`src/rtl/dag2_result_fifo.sv`:
```
// dag2_result_fifo
// Captures the results of a fixed-latency DAG2 stage into a small
// first-word-fall-through FIFO. The operand-valid strobe is delayed by
// LATENCY cycles so that it lines up with the stage's result bus. That
// delayed strobe becomes the push request.
// Results that arrive while the FIFO is full and not draining are dropped.
// A dropped result raises a sticky overflow flag.
module dag2_result_fifo #(
  parameter int BITS    = 2,
  parameter int LATENCY = 3,
  parameter int DEPTH   = 4
) (
  input  logic                       clock,
  input  logic                       reset,
  input  logic                       src_valid,
  input  logic [BITS-1:0]            res0,
  input  logic                       res1,
  output logic                       out_valid,
  input  logic                       out_ready,
  output logic [BITS:0]              out_data,
  output logic [$clog2(DEPTH):0]     level,
  output logic                       overflow,
  input  logic                       clear_ovf,
  output logic [7:0]                 accept_count
);

  localparam int AW = $clog2(DEPTH);
  localparam int LW = AW + 1;

  // Valid strobe delay line. Bit LATENCY-1 is the push request.
  logic [LATENCY-1:0] r_vld_sr;

  // Storage is left unreset. Only entries behind the read pointer are ever observed.
  logic [BITS:0]      r_mem [DEPTH];
  logic [AW-1:0]      r_wptr;
  logic [AW-1:0]      r_rptr;
  logic [LW-1:0]      r_level;
  logic               r_ovf;
  logic [7:0]         r_acc_cnt;

  logic               w_push_req;
  logic               w_full;
  logic               w_empty;
  logic               w_pop;
  logic               w_wr_en;
  logic               w_drop;

  assign w_push_req = r_vld_sr[LATENCY-1];
  assign w_full     = (r_level == LW'(DEPTH));
  assign w_empty    = (r_level == LW'(0));

  // A pop is only a real pop when something is held. out_ready on an empty FIFO is ignored.
  assign w_pop      = ~w_empty & out_ready;

  // A full FIFO still accepts a result when the head leaves in the same cycle.
  assign w_wr_en    = w_push_req & (~w_full | w_pop) & ~reset;
  assign w_drop     = w_push_req & w_full & ~w_pop;

  // Delay the operand-valid strobe so that it lines up with the result bus.
  // Reset empties the line, so strobes in flight (and one raised during reset) are lost.
  always_ff @(posedge clock) begin
    if (reset) begin
      r_vld_sr <= '0;
    end else begin
      r_vld_sr[0] <= src_valid;
      for (int i = 1; i < LATENCY; i++) begin
        r_vld_sr[i] <= r_vld_sr[i-1];
      end
    end
  end

  // Write the result present on the bus in the cycle that push_req is high.
  always_ff @(posedge clock) begin
    if (w_wr_en) begin
      r_mem[r_wptr] <= {res1, res0};
    end
  end

  // Pointer maintenance. DEPTH is a power of two, so natural wrap gives modulo-DEPTH order.
  always_ff @(posedge clock) begin
    if (reset) begin
      r_wptr <= '0;
      r_rptr <= '0;
    end else begin
      if (w_wr_en) begin
        r_wptr <= r_wptr + AW'(1);
      end
      if (w_pop) begin
        r_rptr <= r_rptr + AW'(1);
      end
    end
  end

  // Occupancy. A simultaneous push and pop leaves it unchanged.
  always_ff @(posedge clock) begin
    if (reset) begin
      r_level <= '0;
    end else begin
      case ({w_wr_en, w_pop})
        2'b10:   r_level <= r_level + LW'(1);
        2'b01:   r_level <= r_level - LW'(1);
        default: r_level <= r_level;
      endcase
    end
  end

  // Sticky overflow. A drop in the same cycle wins over clear_ovf.
  always_ff @(posedge clock) begin
    if (reset) begin
      r_ovf <= 1'b0;
    end else if (w_drop) begin
      r_ovf <= 1'b1;
    end else if (clear_ovf) begin
      r_ovf <= 1'b0;
    end else begin
      r_ovf <= r_ovf;
    end
  end

  // Count of results actually written. It wraps naturally at 256.
  always_ff @(posedge clock) begin
    if (reset) begin
      r_acc_cnt <= 8'd0;
    end else if (w_wr_en) begin
      r_acc_cnt <= r_acc_cnt + 8'd1;
    end else begin
      r_acc_cnt <= r_acc_cnt;
    end
  end

  // The head entry falls through from storage. It is decoded only from registered state.
  assign out_valid    = ~w_empty;
  assign out_data     = r_mem[r_rptr];
  assign level        = r_level;
  assign overflow     = r_ovf;
  assign accept_count = r_acc_cnt;

endmodule

```
`config.mk`:
```
export PLATFORM = sky130hd
export DESIGN_NAME = dag2_result_fifo
export DESIGN_NICKNAME = d
export VERILOG_FILES = /design/src/rtl/dag2_result_fifo.sv
export SDC_FILE = /design/constraint.sdc
export NUM_CORES = 1
export LEC_CHECK = 0
export BUFFER_PORTS_ARGS = -buffer_cell sky130_fd_sc_hd__buf_4
export CAP_MARGIN = 5
export CORE_MARGIN = 1
export CORE_UTILIZATION = 51
export CTS_CLUSTER_SIZE = 10
export DETAILED_ROUTE_END_ITERATION = 10
export HOLD_SLACK_MARGIN = 0.08
export PLACE_DENSITY = 0.8
export REMOVE_ABC_BUFFERS = 1
export SLEW_MARGIN = 20
export SYNTH_ARGS = -nofsm -noshare
export SYNTH_HDL_FRONTEND = slang
export SYNTH_SLANG_ARGS = --single-unit
export TNS_END_PERCENT = 1
```
`constraint.sdc`:
```
create_clock -name clock -period 5.15 [get_ports clock]
set_input_delay 1.545 -clock clock [delete_from_list [all_inputs] [get_ports clock]]
set_output_delay 1.545 -clock clock [all_outputs]
set_load 0.01 [all_outputs]
```
==> results.md, run 1 <==
* Worst Path Max Fanout at 18
* CTS root buf: clkbuf_4
* Overflow after GRT at 0
* Number of synthesized flops with an enable pin at 12
* Fraction of final layout cells sized beyond drive strength 1 at a little under a quarter
* Final HPWL DP at 1720 microns
* Syn-to-layout area delta at 18.2%
* Starting density of the core at about 55%
* Ys flop type: dfxtp_1
* Register area share after synthesis at 55.3%
* Slew Limit Fails at 0
* Largest net degree at the start of global routing at 23
* CTS sink cnt at 33
* IO Count at 24
* H-tree Lvls at 2
* Post-CTS Resized at 0
* Final Core Density at roughly 66%
* Data required, critical path at around 5.4 ns
* DRT iter0 DRCs at 19
* Drt total wl at 2390 microns
* Synth Instances at 124
* Hold crit path type: flop to flop
* Number of remaining DRC errors at 0
* CTS tree: yes
* Port bufs at 23
* WL per Instance at roughly 13 microns
* Worst setup EP type: flop
* Final setup vio count at 0
* Fin cells at 181
* Post-synth top cells: dfxtp_1, a21oi_1, edfxtp_1, nor2_1, inv_1
* Type of origin of the critical path: input port
* Hold path endpoint: r_vld_sr[2]
* Inserted Clock Buffers at 5
* Yosys cell types at 28
* Ant. Diodes at 0
* Row cnt at 18
* Endpoints failing hold at 0
* Post-Syn Area at 1410 sq um
* Initial antenna violation count at 0
* Via count at ~990
* Clock slew at reported path FFs at 0.10 ns
* Post-placement cell count at ~170
* Most numerous cell in the Yosys netlist: dfxtp_1
* Synth area leaders: dfxtp_1, edfxtp_1, ha_1, mux4_2, a21oi_1
* Via density at between 5 and 6
* Reg2reg path depth at 8
* Fill count at 210
* Status: finished, final reports clean
* Tcrit/Tclk final at slightly above 70%
* Die height at 54.6 microns
* Die area at 2980 sq um
* Worst R2R End: level[2]
* Sequential cell area at about 800 sq um
* Syn Area/Cell at around 11 sq um
* WS Path Type: input port to flop
* Worst Hold Depth at 1
* Setup bufs post-CTS at 0
* FF-to-FF Start: level[0]
* Vias in the first global route at roughly 900
* Lkg Pwr at around 0.6 nW
* Overall routing resource usage at a little under 20%
* CP arrival at around 3.9 ns
* Worst slew margin at 49.1%
* Ys Warns at 0
* PD cells at 282 nW/um^2
* VDD IR max at approximately 0.25 mV
* Async set-reset flop share out of synthesis at 0%
* HP Start: r_vld_sr[1]
* CTS Hold Bufs at 0
* RSZ-0062 raised after global routing: no
* Worst-margin pin slew at approximately 0.76 ns
* Clock skew at 0.0145 ns
* Max frequency at between 200 and 300 MHz
* Core area at 2540 sq um
* Multi-input gate area at between 500 and 600 sq um
* Flops & latches, synth at 33
* Synth area leader: dfxtp_1
* Horiz. Die Dim at 54.6 microns
* DRT Pass-1 Iters at 4
* Placer's final routability congestion estimate at approximately 0.67
* Setup TNS at 0 ns
* R2R Setup Slk at 2.37 ns
* First-pass GRT wire length at 3950 microns
* Min cycle time layout at roughly 3.6 ns
* Number of routed nets with antenna violations at 0
* Nets at between 150 and 200
* CTS max path bufs at 2
* Max Cap Viol at 0
* Worst-skew pair later-pin latency at 0.33 ns
* Yosys top cell area share at between 20% and 30%
[power breakdown]
group | switching (mW) | leakage [nW] | internal [mW]
logic | 0.0132 | 0.287 | 0.0137
clock network | 0.0835 | 0.0381 | 0.0815
registers | 0.00437 | 0.278 | 0.273
[area by class of cell]
cell class | instances | area share, %
Multi-Input combinational cell | 76 | 33.9
Clock inverter | 1 | 0.225
Inverter | 11 | 2.48
Tap cell | 30 | 2.25
Clock buffer | 7 | 3.98
Timing Repair Buffer | 23 | 10.4
Sequential cell | 33 | 46.8
[metal layers]
metal | routed length (microns) | vias to the layer above | GRT usage (%)
li1 | - | 492 | -
met5 | 0 | - | 0
met4 | 33 | 0 | 8.12
met3 | 126 | 3 | 7.78
met1 | 993 | 469 | 22.4
met2 | 1230 | 28 | 31.7
[how the worst max path moves through the flow]
stage                   start  endpoint  cells after the start
global placement    out_ready  level[2]                      9
CTS                 out_ready  level[2]                      9
floorplan           out_ready  level[2]                      8
global route        out_ready  level[2]                      9
detailed placement  out_ready  level[2]                      9
finish              out_ready  level[2]                      9
[layout by cell type (no fill, tap or decap), drive strengths merged, types with 2 or more instances in the layout]
cell    Yosys  final
buf         2     23
edfxtp     12     12
a21oi      12     12
inv        11     11
nand2       2      2
xor2        3      3
dfxtp      21     21
or4         4      4
o31ai       4      4
mux4        3      3
or3         5      5
clkbuf      2      7
o21ai       6      6
nand3       5      5
nor2       12     12
nor2b       5      5
ha          6      6
nor4b       2      2
[metrics by stage]
step	power, mW	hold WS [ns]	worst slack (ns)	area (sq um)
after global routing	0.490	0.466	1.39	1670
after floorplan	0.296	0.414	1.64	1390
after global placement	0.309	0.418	1.34	1600
after detailed placement	0.311	0.429	1.19	1600
after CTS	0.474	0.452	1.56	1670
final	0.470	0.449	1.53	1670
[flip-flops by register name (all words and copies together), names as in the netlist, named ones only]
| register | count |
|---|---|
| r_wptr | 2 |
| level | 3 |
| overflow | 1 |
| r_mem | 12 |
| r_rptr | 2 |
| accept_count | 8 |
| r_vld_sr | 3 |
[worst max-delay path, stage by stage]
cell and delay [ns]:
buf_4 0.13, nor4b_4 0.65, or3_1 0.28, ha_1 0.21, inv_1 0.06, fa_1 0.37
xor2_1 0.16, or3_1 0.32, a21oi_1 0.16
[cell families (layout without fill, tap and decap cells)]
| kind of cell | count (synthesis) | after routing | synth area share (%) |
|---|---|---|---|
| fa+ha+maj | 7 | 7 | 6.74 |
| simple gates | 37 | 37 | 15.5 |
| flops | 33 | 33 | 55.3 |
| compound gates | 24 | 24 | 9.75 |
| mux | 4 | 4 | 5.58 |
| xor+xnor | 4 | 4 | 2.48 |
| buf+inv | 15 | 42 | 4.61 |
Power figures use the tool's default switching activity.
==> run 2: changes to the inputs <==
- CORE_UTILIZATION: 51 -> 49
- PLACE_DENSITY: 0.8 -> 0.81
- clock period: 5.15 -> 3 ns (I/O delays scaled with it)
==> run 2 against run 1 <==
Effect of this change:
- final cell count is 1.7% higher
- highest routed layer unchanged
- worst hold slack better by 0.0072 ns
- die area is 3.9% higher
- first-iteration DRC count is 16% higher
- sequential share of layout area is 0.59 points lower
- clock skew is 0.0083 ns lower
- register-to-register slack worse by 1.6 ns
- setup slack worse by 1.0 ns
- critical path type unchanged
==> results.md, run 2 (synthesis gave the netlist of run 1 again) <==
* Status: finished, final reports clean
* Sequential cell area at 781 sq um
* Reg power frac at approximately 57%
* Worst Path Max Fanout at 5
* PD cells at between 400 and 500 nW/um^2
* WS Path Type: input port to flop
* Type of origin of the critical path: input port
* Die height at approximately 56 microns
* Placer's final routability congestion estimate at roughly 0.75
* Multi-input gate area at between 500 and 600 sq um
* FF-to-FF Start: level[0]
* WL per Instance at between 10 and 15 microns
* Setup bufs post-CTS at 0
* CTS max path bufs at 2
* Slew Limit Fails at 0
* Final HPWL DP at 1720 microns
* Hold crit path type: flop to flop
* CTS sink cnt at 33
* Ant. Diodes at 0
* R2R Setup Slk at 0.73 ns
* Worst R2R End: level[2]
* Min cycle time layout at around 2.5 ns
* HP Start: r_vld_sr[1]
* Endpoints failing hold at 0
* Worst-margin pin slew at 0.405 ns
* Area post-placement at around 1600 sq um
* Most common cell after layout, fill and taps aside: buf_4
* CTS tree: yes
* Setup TNS at 0 ns
* Max frequency at 402 MHz
* Horiz. Die Dim at between 50 and 60 microns
* Final Cell Area at 1690 sq um
* Reg2reg path depth at 8
* Nets at 167
* Row cnt at 19
* Clock slew at reported path FFs at approximately 0.09 ns
* Max FFs per register at 12
* Fraction of final layout cells sized beyond drive strength 1 at about a quarter
* Syn-to-layout area delta at 19.7%
* Clock skew at 0.00627 ns
* Initial antenna violation count at 0
* DRT Pass-1 Iters at 3
* Drt total wl at ~2300 microns
* Core area at about 2700 sq um
* CTS Hold Bufs at 0
* Fill count at 207
* VDD IR max at 0.384 mV
* Overflow after GRT at 0
* H-tree Lvls at 2
* Post-CTS Resized at 0
* Port bufs at 23
* Net switching power at between 0.15 and 0.2 mW
* Inserted Clock Buffers at 5
* Comb power frac at around 5.7%
* Via density at 5.46
* IO Count at 24
* Number of routed nets with antenna violations at 0
* Vias in the first global route at between 900 and 1000
* Power share of the clock group at around 37%
* First-pass GRT wire length at approximately 4000 microns
* Switching part of the total power at roughly 20%
* DRT iter0 DRCs at 22
* Overall routing resource usage at 16.9%
* Worst Hold Depth at 1
* Final Core Density at around three fifths
* Data required, critical path at roughly 3.3 ns
* CTS root buf: clkbuf_4
* Commonest cells after routing, fill and taps aside: buf_4, dfxtp_1, nor2_1, a21oi_1, edfxtp_1
* Final setup vio count at 0
* Via count at about 1000
* Hold path endpoint: r_vld_sr[2]
* Die area at between 3000 and 4000 sq um
* Largest net degree at the start of global routing at 22
* Max Cap Viol at 0
* CP arrival at 2.75 ns
* Lkg Pwr at roughly 0.61 nW
* Number of remaining DRC errors at 0
* Internal power at ~0.67 mW
* Register bank with the most flops: r_mem
* RSZ-0062 raised after global routing: no
* Tcrit/Tclk final at between 80 and 90%
* Worst slew margin at around 73%
* Worst setup EP type: flop
* Worst-skew pair later-pin latency at between 0.3 and 0.4 ns
* Starting density of the core at ~52%
==> run 2: cell types whose count changed in the layout (fill, tap and decap cells not counted), sizes merged <==
cell and delta:
clkbuf -1, bufinv +1, buf +2
==> run 2: cell type report <==
class | count | share of cell area, %
clock buffers | 6 | 2.44
inverters | 11 | 2.44
clock inverters | 2 | 2.00
multi-input cells | 76 | 33.5
well taps | 31 | 2.30
flip-flops and latches | 33 | 46.2
repair buffers | 25 | 11.1
==> run 2: worst max path at each step <==
stage	start	endpoint	depth (start not counted)
after CTS	out_ready	level[2]	9
after global routing	out_ready	level[2]	9
after global placement	out_ready	level[2]	9
after floorplan	out_ready	level[2]	8
after detailed placement	out_ready	level[2]	9
final	out_ready	level[2]	9
==> run 2: worst max-delay path: stages <==
cell	delay, ns
buf_4	0.13
nor4b_4	0.22
or3_1	0.22
ha_1	0.21
inv_1	0.06
fa_1	0.37
xor2_1	0.16
or3_1	0.32
a21oi_1	0.16
==> run 2: per-layer routing <==
layer  vias up  wire [microns]  track usage, %
li1        504               -               -
met1       473            1060            20.8
met2        21            1140            26.0
met3         7             100            6.28
met4         0              46            8.57
met5         -               0               0
==> run 2: power groups by stage <==
stage,registers [mW],logic (mW),clock network (mW)
after detailed placement,0.487,0.0479,0
final,0.477,0.0478,0.308
after floorplan,0.487,0.0216,0
after CTS,0.477,0.0484,0.320
after global placement,0.487,0.0460,0
after global routing,0.478,0.0523,0.340
==> run 2: stage by stage <==
step / hold WS [ns] / setup slack, ns / instances / total power [mW]
3_5_place_dp: 0.435 / 0.196 / 176 / 0.535
3_3_place_gp: 0.425 / 0.292 / 176 / 0.533
4_1_cts: 0.459 / 0.542 / 184 / 0.845
2_1_floorplan: 0.414 / 0.131 / 120 / 0.508
6_report: 0.456 / 0.515 / 184 / 0.833
5_1_grt: 0.477 / 0.434 / 184 / 0.871
==> run 3: changes to the inputs <==
- ABC_AREA: unset -> 1
- PLACE_DENSITY: 0.81 -> 0.8
- clock period: 3 -> 2 ns (I/O delays scaled with it)
==> run 3 against run 2 <==
Effect of this change:
- the run now ends with design-rule violations left
- power rose by 59%
- core utilization is 1.2 points higher
- final cell count up 28%
- clock power up 11%
- combinational power rose to 4.9 times the previous value
- flip-flop and latch count unchanged
- critical path depth up 2
- worst hold slack worse by 0.050 ns
- critical endpoint unchanged
==> results.md, run 3 <==
* Worst Hold Depth at 2
* Number of synthesized flops with an enable pin at 12
* H-tree Lvls at 2
* Row cnt at 19
* Area post-placement at approximately 1700 sq um
* CTS tree: yes
* CTS sink cnt at 33
* Via density at approximately 5.0
* Data required, critical path at between 2 and 2.5 ns
* Place WS at -0.0547 ns
* Syn Area/Cell at 8.71 sq um
* Post-Syn Area at 1480 sq um
* Endpoints failing hold at 0
* Lkg Pwr at around 0.75 nW
* Yosys cell types at 22
* Final Cell Area at ~1800 sq um
* Overall routing resource usage at a little under a fifth
* Ys flop type: dfxtp_1
* Status: finished, violations left
* Setup bufs post-CTS at 0
* WS Path Type: flop to flop
* Worst Path Max Fanout at 5
* Commonest cells after routing, fill and taps aside: inv_1, nand2_1, buf_4, nor2_1, dfxtp_1
* Inserted Clock Buffers at 5
* Placer's final routability congestion estimate at just under 0.8
* Clock skew at between 0.007 and 0.008 ns
* Syn-to-layout area delta at 19.4%
* Worst-skew pair later-pin latency at roughly 0.32 ns
* Post-CTS Resized at 0
* CTS root buf: clkbuf_4
* Port bufs at 23
* Initial antenna violation count at 0
* Worst hold slack at around 0.4 ns
* Yosys top cell area share at between 20% and 30%
* Final HPWL DP at 2110 microns
* Hold crit path type: flop to flop
* IO Count at 24
* Max frequency at ~540 MHz
* Fraction of final layout cells sized beyond drive strength 1 at about 24%
* Synth Instances at 170
* Horiz. Die Dim at ~57 microns
* PD cells at approximately 750 nW/um^2
* Die area at 3240 sq um
* Number of remaining DRC errors at 4
* Min cycle time layout at between 1.5 and 2 ns
* Core area at roughly 2800 sq um
* Clock slew at reported path FFs at around 0.10 ns
* Final WS setup at between 0.1 and 0.15 ns
* DRT iter0 DRCs at 35
* RSZ-0062 raised after global routing: no
* Worst slew margin at about four fifths
* VDD IR max at ~0.5 mV
* Most numerous cell in the Yosys netlist: inv_1
* Register bank with the most flops: r_mem
* Ys Warns at 0
* Max FFs per register at 12
* Fill count at 238
* Flops & latches, synth at 33
* Ant. Diodes at 0
* WL per Instance at around 11 microns
* Final setup vio count at 0
* First-pass GRT wire length at 4590 microns
* Failing checks: design-rule violations
* Die height at roughly 57 microns
* Async set-reset flop share out of synthesis at 0%
* Final Core Density at 63.0%
* Starting density of the core at 52.8%
* Number of routed nets with antenna violations at 0
* Nets at between 200 and 250
* Max Cap Viol at 0
* CTS Hold Bufs at 0
* Type of origin of the critical path: flop
* Overflow after GRT at 0
* Largest net degree at the start of global routing at 12
* Setup TNS at 0 ns
* Worst-margin pin slew at roughly 0.32 ns
* Register area share after synthesis at between 50 and 60%
* Most common cell after layout, fill and taps aside: inv_1
* Vias in the first global route at 1082
* Via count at 1172
* Worst setup EP type: flop
* Tcrit/Tclk final at between 90 and 100%
* Post-synth top cells: inv_1, nand2_1, nor2_1
* Slew Limit Fails at 0
* Drt total wl at approximately 2700 microns
* DRT Pass-1 Iters at 7
* Synth area leaders: dfxtp_1, edfxtp_1, inv_1, nand2_1, nor2_1
* CP arrival at approximately 2.1 ns
* Synth area leader: dfxtp_1
* CTS max path bufs at 2
* Reg2reg path depth at 11
==> run 3: critical path: stages, from the launching register on <==
cell and delay [ns]:
dfxtp_1 0.45, nor2_4 0.08, nand2_1 0.08, nand2_1 0.09
inv_1 0.09, ha_1 0.14, inv_1 0.06, fa_1 0.39
a21oi_1 0.14, o21ai_0 0.11, nor2_1 0.10, nor2_1 0.05
==> run 3: metal layers <==
layer / vias up / part of all wire (%) / global-route usage (%)
met5: - / 0 / 0
met4: 0 / 1.8 / 7.32
met3: 7 / 4.9 / 6.35
met2: 28 / 51 / 33.6
met1: 533 / 43 / 20.9
li1: 604 / - / -
==> run 3: worst paths after layout <==
| kind | from | end | slack, ns |
|---|---|---|---|
| worst max-delay path | level[0] | level[2] | 0.15 |
| worst min-delay path | r_vld_sr[1] | r_vld_sr[2] | 0.41 |
| worst min register to register | r_vld_sr[1] | r_vld_sr[2] | 0.41 |
| worst max register to register | level[0] | level[2] | 0.15 |
==> run 3: logic make-up after synthesis <==
family	after synthesis	share of synthesized area (%)
simple gates	66	19.7
compound gates	29	11.1
fa+ha+maj	7	6.42
xor+xnor	2	1.18
buf+inv	33	8.88
flops	33	52.7
==> run 3: power breakdown <==
group	internal, mW	switching [mW]	leakage [nW]
Clock	0.134	0.207	0.0320
Sequential	0.722	0.0294	0.279
Combinational	0.104	0.128	0.435
==> run 3: stage by stage <==
step | cells | power [mW]
floorplan | 168 | 0.888
global placement | 227 | 0.983
detailed placement | 227 | 1.00
CTS | 235 | 1.34
global route | 235 | 1.40
finish | 235 | 1.32
==> run 3: cell type report <==
cell class                      instances  area, sq um  area share [%]
Inverter                               31          116            6.59
Multi-Input combinational cell        104          568            32.2
Clock inverter                          2         10.0           0.567
Timing Repair Buffer                   28          210            11.9
Sequential cell                        33          782            44.3
Tap cell                               31         38.8            2.20
Clock buffer                            6         41.3            2.34
